===== src/rtl/ir_queue.sv =====
// Instruction register queue: in-order DEPTH-word buffer between fetch and decode.
// Optional same-cycle fetch-to-decode bypass when empty: define IR_QUEUE_BYPASS_EN.
module ir_queue #(
  parameter int unsigned       DATA_W  = 16,
  parameter int unsigned       DEPTH   = 4,
  parameter logic [DATA_W-1:0] NOP_VAL = '0,
  parameter int unsigned       OPC_W   = 4
) (
  input  logic                         clk,
  input  logic                         rst,
  input  logic                         flush,
  input  logic                         in_valid,
  input  logic [DATA_W-1:0]            in_data,
  output logic                         in_ready,
  output logic                         out_valid,
  output logic [DATA_W-1:0]            out_data,
  output logic [OPC_W-1:0]             out_opcode,
  input  logic                         out_ready,
  output logic [$clog2(DEPTH+1)-1:0]   count
);

  localparam int unsigned      PTR_W = $clog2(DEPTH);
  localparam int unsigned      CNT_W = $clog2(DEPTH + 1);
  localparam logic [CNT_W-1:0] FULL  = CNT_W'(DEPTH);

  logic [DATA_W-1:0] mem_q [DEPTH];
  logic [PTR_W-1:0]  rd_q, rd_d, wr_q, wr_d;
  logic [CNT_W-1:0]  cnt_q, cnt_d;
  logic              stored_vld, push, pop;

  assign stored_vld = (cnt_q != '0);
  assign in_ready   = (cnt_q != FULL);
  assign pop        = stored_vld && out_ready;

`ifdef IR_QUEUE_BYPASS_EN
  logic bypass;
  assign bypass    = !stored_vld && in_valid && !flush;
  assign out_valid = stored_vld || bypass;
  assign out_data  = stored_vld ? mem_q[rd_q] : (bypass ? in_data : NOP_VAL);
  // A bypassed word taken by the decoder never touches storage.
  assign push      = in_valid && in_ready && !(bypass && out_ready);
`else
  assign out_valid = stored_vld;
  assign out_data  = stored_vld ? mem_q[rd_q] : NOP_VAL;
  assign push      = in_valid && in_ready;
`endif

  assign out_opcode = out_data[DATA_W-1 -: OPC_W];
  assign count      = cnt_q;

  always_comb begin
    rd_d  = rd_q;
    wr_d  = wr_q;
    cnt_d = cnt_q;
    if (flush) begin
      rd_d  = '0;
      wr_d  = '0;
      cnt_d = '0;
    end else begin
      if (push) wr_d = wr_q + 1'b1;
      if (pop)  rd_d = rd_q + 1'b1;
      case ({push, pop})
        2'b10:   cnt_d = cnt_q + 1'b1;
        2'b01:   cnt_d = cnt_q - 1'b1;
        default: cnt_d = cnt_q;
      endcase
    end
  end

  always_ff @(posedge clk or negedge rst) begin
    if (!rst) begin
      rd_q  <= '0;
      wr_q  <= '0;
      cnt_q <= '0;
    end else begin
      rd_q  <= rd_d;
      wr_q  <= wr_d;
      cnt_q <= cnt_d;
    end
  end

  // Storage is data-only; flush and reset leave contents in place.
  always_ff @(posedge clk) begin
    if (push && !flush) mem_q[wr_q] <= in_data;
  end

endmodule


===== config.mk =====
export PLATFORM = sky130hd
export DESIGN_NAME = ir_queue
export DESIGN_NICKNAME = d
export VERILOG_FILES = /design/src/rtl/ir_queue.sv
export SDC_FILE = /design/constraint.sdc
export NUM_CORES = 1
export LEC_CHECK = 0
export CAP_MARGIN = 25
export CELL_PAD_IN_SITES_DETAIL_PLACEMENT = 0
export CELL_PAD_IN_SITES_GLOBAL_PLACEMENT = 2
export CORE_MARGIN = 5
export CORE_UTILIZATION = 36
export DETAILED_ROUTE_END_ITERATION = 16
export PLACE_DENSITY = 0.86
export SYNTH_ARGS = -nofsm -noshare
export SYNTH_HDL_FRONTEND = slang
export SYNTH_SLANG_ARGS = --single-unit

===== constraint.sdc =====
create_clock -name clk -period 1.9 [get_ports clk]
set_input_delay 0.38 -clock clk [delete_from_list [all_inputs] [get_ports clk]]
set_output_delay 0.38 -clock clk [all_outputs]
set_load 0.01 [all_outputs]

Word-level counts from Yosys, hierarchy flattened
Memories as Yosys holds them, arrays and structs flattened.
Index checks and enable logic that the tools add are counted.
- add/sub/neg operators: 4
- equality and inequality tests: 3
- mux-type cells: 9
- reductions and logical operators: 8
- operators with widths (cell ; count):
    16-bit 2-to-1 mux ; 1
    2-bit 2-to-1 mux ; 4
    3-bit case mux with 2 select lines ; 1
    3-bit nonzero test ; 2
    2-bit by 1-bit adder with 2-bit output (second input constant) ; 2
    2-bit nonzero test ; 2
    3-bit by 1-bit adder with 3-bit output (second input constant) ; 1
    1-bit logical AND ; 3
    3-bit 2-to-1 mux ; 1
    3-bit != test (second input constant) ; 1
    3-bit by 1-bit subtractor with 3-bit output (second input constant) ; 1
    2-bit by 1-bit == test with 1-bit output (second input constant) ; 1
    2-bit == test (second input constant) ; 1
    1-bit 2-to-1 mux ; 2
    1-bit logical NOT ; 1
- register bits: 7
- RAM bits: 64
- input bits: 21
- memories: 1
- memories (memory ; depth ; width ; rd ports ; clocked after Yosys merged registers in ; write ports ; RTL line ; RTL):
    mem_q ; 4 ; 16 ; 1 ; 0 ; 1 ; 26 ; logic [DATA_W-1:0] mem_q [DEPTH];

Depth between registers and ports, before layout
- depth in word-level cells: 5
- mapped depth: 7

Worst setup path after synthesis
No wires, ideal clock.
- path kind: reg2reg
- start point: reg cnt_q[0], in the netlist count[0]
- end point: reg cnt_q[1], in the netlist count[1]
- arrival: 1851 ps
- required time: 1799 ps
- slack: -52 ps
- cell stages (with the launch flop): 7
- clock period less this slack: 1952 ps
- cell sequence: dfrtp_1 -> buf_4 -> o31ai_1 -> nor2_1 -> fa_1 -> a31oi_1 -> nor4_1
- word-level cells in the longest chain between the ends: 5
- elaborated cells on any way between the ends: 11
- ends and longest elaborated chain (item ; RTL line ; RTL):
    from (decl) ; 28 ; logic [CNT_W-1:0] cnt_q, cnt_d;
    from (signal assigned) ; 78 ; cnt_q <= cnt_d;
    3-bit != test / 3-bit nonzero test (equally long branches) ; 32, 31 ;
    1-bit logical AND (on tied branches) ; 45, 33 ;
    2-bit by 1-bit == test with 1-bit output / 2-bit == test (equally long branches) ; 62 ; case ({push, pop})
    3-bit case mux with 2 select lines ; 62 ;
    3-bit 2-to-1 mux ; 55 ; if (flush) begin
Parallel ways exist; a longest one is shown, timed or not.
A chain may end at the register's enable or synchronous reset.

Worst setup path after layout
- start point: reg rd_q[0]
- end point: out out_data[1]
- word-level cells in the longest chain between the ends: 2
- ends and longest elaborated chain (item ; RTL line ; RTL):
    from (decl) ; 27 ; logic [PTR_W-1:0] rd_q, rd_d, wr_q, wr_d;
    from (signal assigned) ; 76 ; rd_q <= rd_d;
    memory 4 x 16 bit ; -- ;
    16-bit 2-to-1 mux ; 44 ; assign out_data = stored_vld ? mem_q[rd_q] : NOP_VAL;
    to (decl) ; 16 ; output logic [DATA_W-1:0] out_data,
Every way passes these cells.

==> run summary <==
========================================================================================
Result of the run ......................................................... complete, but fails checks
Violated checks ........................................................... setup timing
Number of search-and-repair iterations in the first detailed-routing pass .            4
Critical path startpoint category .........................................    flip-flop
CTS Root Cell .............................................................     clkbuf_8
Power dissipated by switching net loads ...................................      1.20 mW
Detailed-route wire length per cell .......................................      16.1 um
Crit path max-delay cell type .............................................       mux4_2
TritonCTS clock tree ......................................................         done
Count of boundary I/O pins ................................................           46
Wire length of the first global-routing pass ..............................      8690 um
Overall via count from detail_route .......................................         1678
Amount of wire on met2 after detailed routing .............................      2870 um
Critical path cell sequence ............................................... buf_8, mux4_2, nor2b_1, buf_2
Max cap viols .............................................................            0
Worst-case clock skew .....................................................    0.0102 ns
Number of global-route vias before repair .................................         1744
Cell internal power dissipation ...........................................      3.13 mW
Effective utilization at floorplan ........................................        37.4%
Amount of wire on met3 after detailed routing .............................       355 um
Dpl hpwl ..................................................................      3660 um
CTS Buf Count .............................................................            9
Part of the power in registers ............................................        42.2%
Period utilisation layout .................................................         109%
Count of nets after finishing .............................................          271
Full die area .............................................................    10600 um2
Number of cells in the finished layout apart from fillers .................          355
Unique cell type count in the Yosys netlist ...............................           37
Slew headroom .............................................................        76.4%
Number of cell rows .......................................................           33
Post-layout worst setup margin ............................................    -0.162 ns
Category of the worst setup path capture point ............................ primary output
Setup violation total in the final timing report ..........................           20
Deepest level of the CTS H-tree ...........................................            3
#FFs+latches synth ........................................................           71
Post-synth EDFFs ..........................................................           64
Die extent in y ...........................................................       103 um
Synth Area per Inst .......................................................     17.9 um2
Mapped Cells ..............................................................          174
Number of vias per cell ...................................................         4.73
Number of nets produced by synthesis ......................................          200
P per Cell Area ...........................................................  1050 nW/um2
Yosys warns ...............................................................            0
Final antenna diode count .................................................            0
Total number of clock tree sinks ..........................................           71
Sequential share of the synthesized area ..................................        67.5%
Growth of design area from synthesis to finish ............................        32.1%
Count of routing violations after the opening detailed-route iteration ....           22
Fraction of power spent switching nets ....................................        27.7%
Post-synthesis instance area ..............................................     3110 um2
Remaining global-route overflow ...........................................            0
Combinational fraction of design power ....................................        29.9%
Leakage power of the design ...............................................      1.50 nW
Combined global-route utilization of all metal layers .....................        11.2%
Final weighted congestion in routability-driven placement .................        0.780
Seq. cell area ............................................................     2100 um2
Detailed-routing wirelength on met1 .......................................      2410 um
Overall power after layout ................................................      4.33 mW
Data required time at the worst endpoint ..................................      1.52 ns
Cts hold-fix bufs .........................................................            0
Highest layer used for signal routing .....................................         met5
CP max FO .................................................................            7
Async set-reset flop share out of synthesis ...............................        9.86%
Number of DRC violations after detailed routing ...........................            0
Hold Violations, Final ....................................................            0
Achievable frequency ......................................................      485 MHz
Clock latency on the worst-skew pair ......................................      0.34 ns
Startpoint-to-endpoint class of the critical path .........................   reg -> out
Antenna violations before repair ..........................................            1
Proportion of power drawn by the clock network ............................        27.9%
Most instantiated flip-flop cell in the synthesis netlist .................     edfxtp_1
Largest net degree at the start of global routing .........................           17
Number of input and output port buffers inserted ..........................           45
CP arrival ................................................................      1.68 ns
Clock buffer depth ........................................................            2
IR drop worst, VDD ........................................................       454 uV
Fraction of final layout cells sized beyond drive strength 1 ..............        40.8%
Clock slew at reported path FFs ...........................................      0.08 ns
Slew at the pin closest to its max-slew limit .............................     0.353 ns
Final-layout worst hold slack .............................................     0.309 ns
Die boundary width ........................................................       103 um
Crit path time final ......................................................      2.06 ns
Max stage delay on crit path ..............................................      0.51 ns
Fill cells ................................................................          702
Number of max-slew violations in the final report .........................            0
Total instance count after detailed placement .............................          331
Class of the worst hold path ..............................................  in -> async
Placeable core region .....................................................     8300 um2
Residual antenna-violating net count after detailed routing ...............            0
Combined area of the multi-input logic cells ..............................      910 um2
Final WL ..................................................................      5710 um
Setup repair after global routing missed its margin .......................         true
========================================================================================
==> Yosys cell counts (3+ instances only) <==
cell type	n	area (um2)
nand2b_1	4	25.0
ha_1	4	50.1
nor2_1	5	18.8
nor2b_1	8	50.1
a21oi_1	6	30.0
mux4_2	16	360
nor2b_4	8	110
inv_1	4	15.0
and2_1	5	31.3
dfrtp_1	7	175
edfxtp_1	64	1920
buf_4	6	45.0
buf_2	6	30.0
nand3_1	3	15.0
==> registers in the layout (all words and copies together), names as in the netlist <==
name   flops
mem_q     64
count      3
rd_q       2
wr_q       2
==> placed cells by master (no fill, tap or decap), types with 3 or more instances in the layout <==
cell,count
a21oi_1,6
and2_1,5
buf_12,6
buf_2,9
buf_4,20
buf_6,14
clkbuf_8,9
clkdlybuf4s50_1,20
clkinvlp_4,3
dfrtp_1,3
dfrtp_2,4
edfxtp_1,64
ha_1,4
inv_1,4
mux4_2,16
nand2b_1,4
nand3_1,3
nor2_1,4
nor2b_1,7
nor2b_4,8
==> cell type report <==
type / count / area share (%)
clock buffer: 9 / 3.02
clock inverter: 7 / 1.98
inverter: 6 / 0.548
multi-input combinational: 82 / 22.2
sequential: 71 / 51.2
tap: 105 / 3.20
timing repair buffer: 75 / 17.9
==> cell families (layout without fill, tap and decap cells) <==
logic type / after synthesis / count (layout) / share of synthesized area (%)
AO/OA/AOI/OAI: 17 / 17 / 3.50
buffers and inverters: 21 / 97 / 4.27
XOR/XNOR: 3 / 3 / 0.846
adder cells (fa/ha/maj): 5 / 5 / 2.25
flip-flops: 71 / 71 / 67.5
multiplexers: 16 / 16 / 11.6
AND/OR/NAND/NOR: 41 / 41 / 10.1
==> final timing paths <==
kind / cells past startpoint / to / slack, ns / from
min in group clk: 2 / wr_q[1]$_DFFE_PN0P_ / 0.61 / wr_q[1]$_DFFE_PN0P_
setup / recovery: 4 / out_data[1] / -0.16 / rd_q[0]$_DFFE_PN0P_
hold reg to reg: 2 / wr_q[1]$_DFFE_PN0P_ / 0.61 / wr_q[1]$_DFFE_PN0P_
setup reg to reg: 6 / count[1]$_DFFE_PN0P_ / 0.05 / count[1]$_DFFE_PN0P_
max in group asynchronous: 1 / count[1]$_DFFE_PN0P_ / 1.31 / rst
hold / removal: 1 / wr_q[0]$_DFFE_PN0P_ / 0.31 / rst
==> repair_timing <==
action / CTS / global route
setup buffers: 10 / 0
pin swaps: 3 / 0
gates cloned: 1 / 0
resized for setup: 105 / 8
setup endpoints to repair: 25 / 24
==> power by group through the flow <==
stage	Sequential [mW]	Combinational, mW	Clock (mW)
global placement	1.86	1.25	0
detailed placement	1.86	1.26	0
floorplan	1.85	0.739	0
CTS	1.82	1.39	1.24
finish	1.83	1.30	1.21
global route	1.84	1.40	1.29
==> routing by layer <==
metal / global-route usage, % / vias to the layer above
met5: 0 / -
met4: 3.88 / 2
met3: 4.19 / 10
met2: 18.5 / 40
met1: 13.4 / 822
li1: - / 804
==> critical path: cells and delay by family, from the launching register on <==
kind          cells  cell delay, ns
buf+inv           2            0.29
mux               1            0.51
flops             1            0.40
simple gates      1            0.14
==> through the flow <==
step	setup TNS (ns)	setup slack, ns	area (um2)	util (%)
CTS	-4.53	-0.244	4150	50.0
detailed placement	-7.23	-0.176	3840	46.3
floorplan	0	0.00586	3110	-
global route	-4.57	-0.249	4110	49.5
global placement	-6.91	-0.162	3840	46.3
finish	-2.90	-0.162	4110	49.5
No activity file was read; power rests on OpenSTA's default activity.
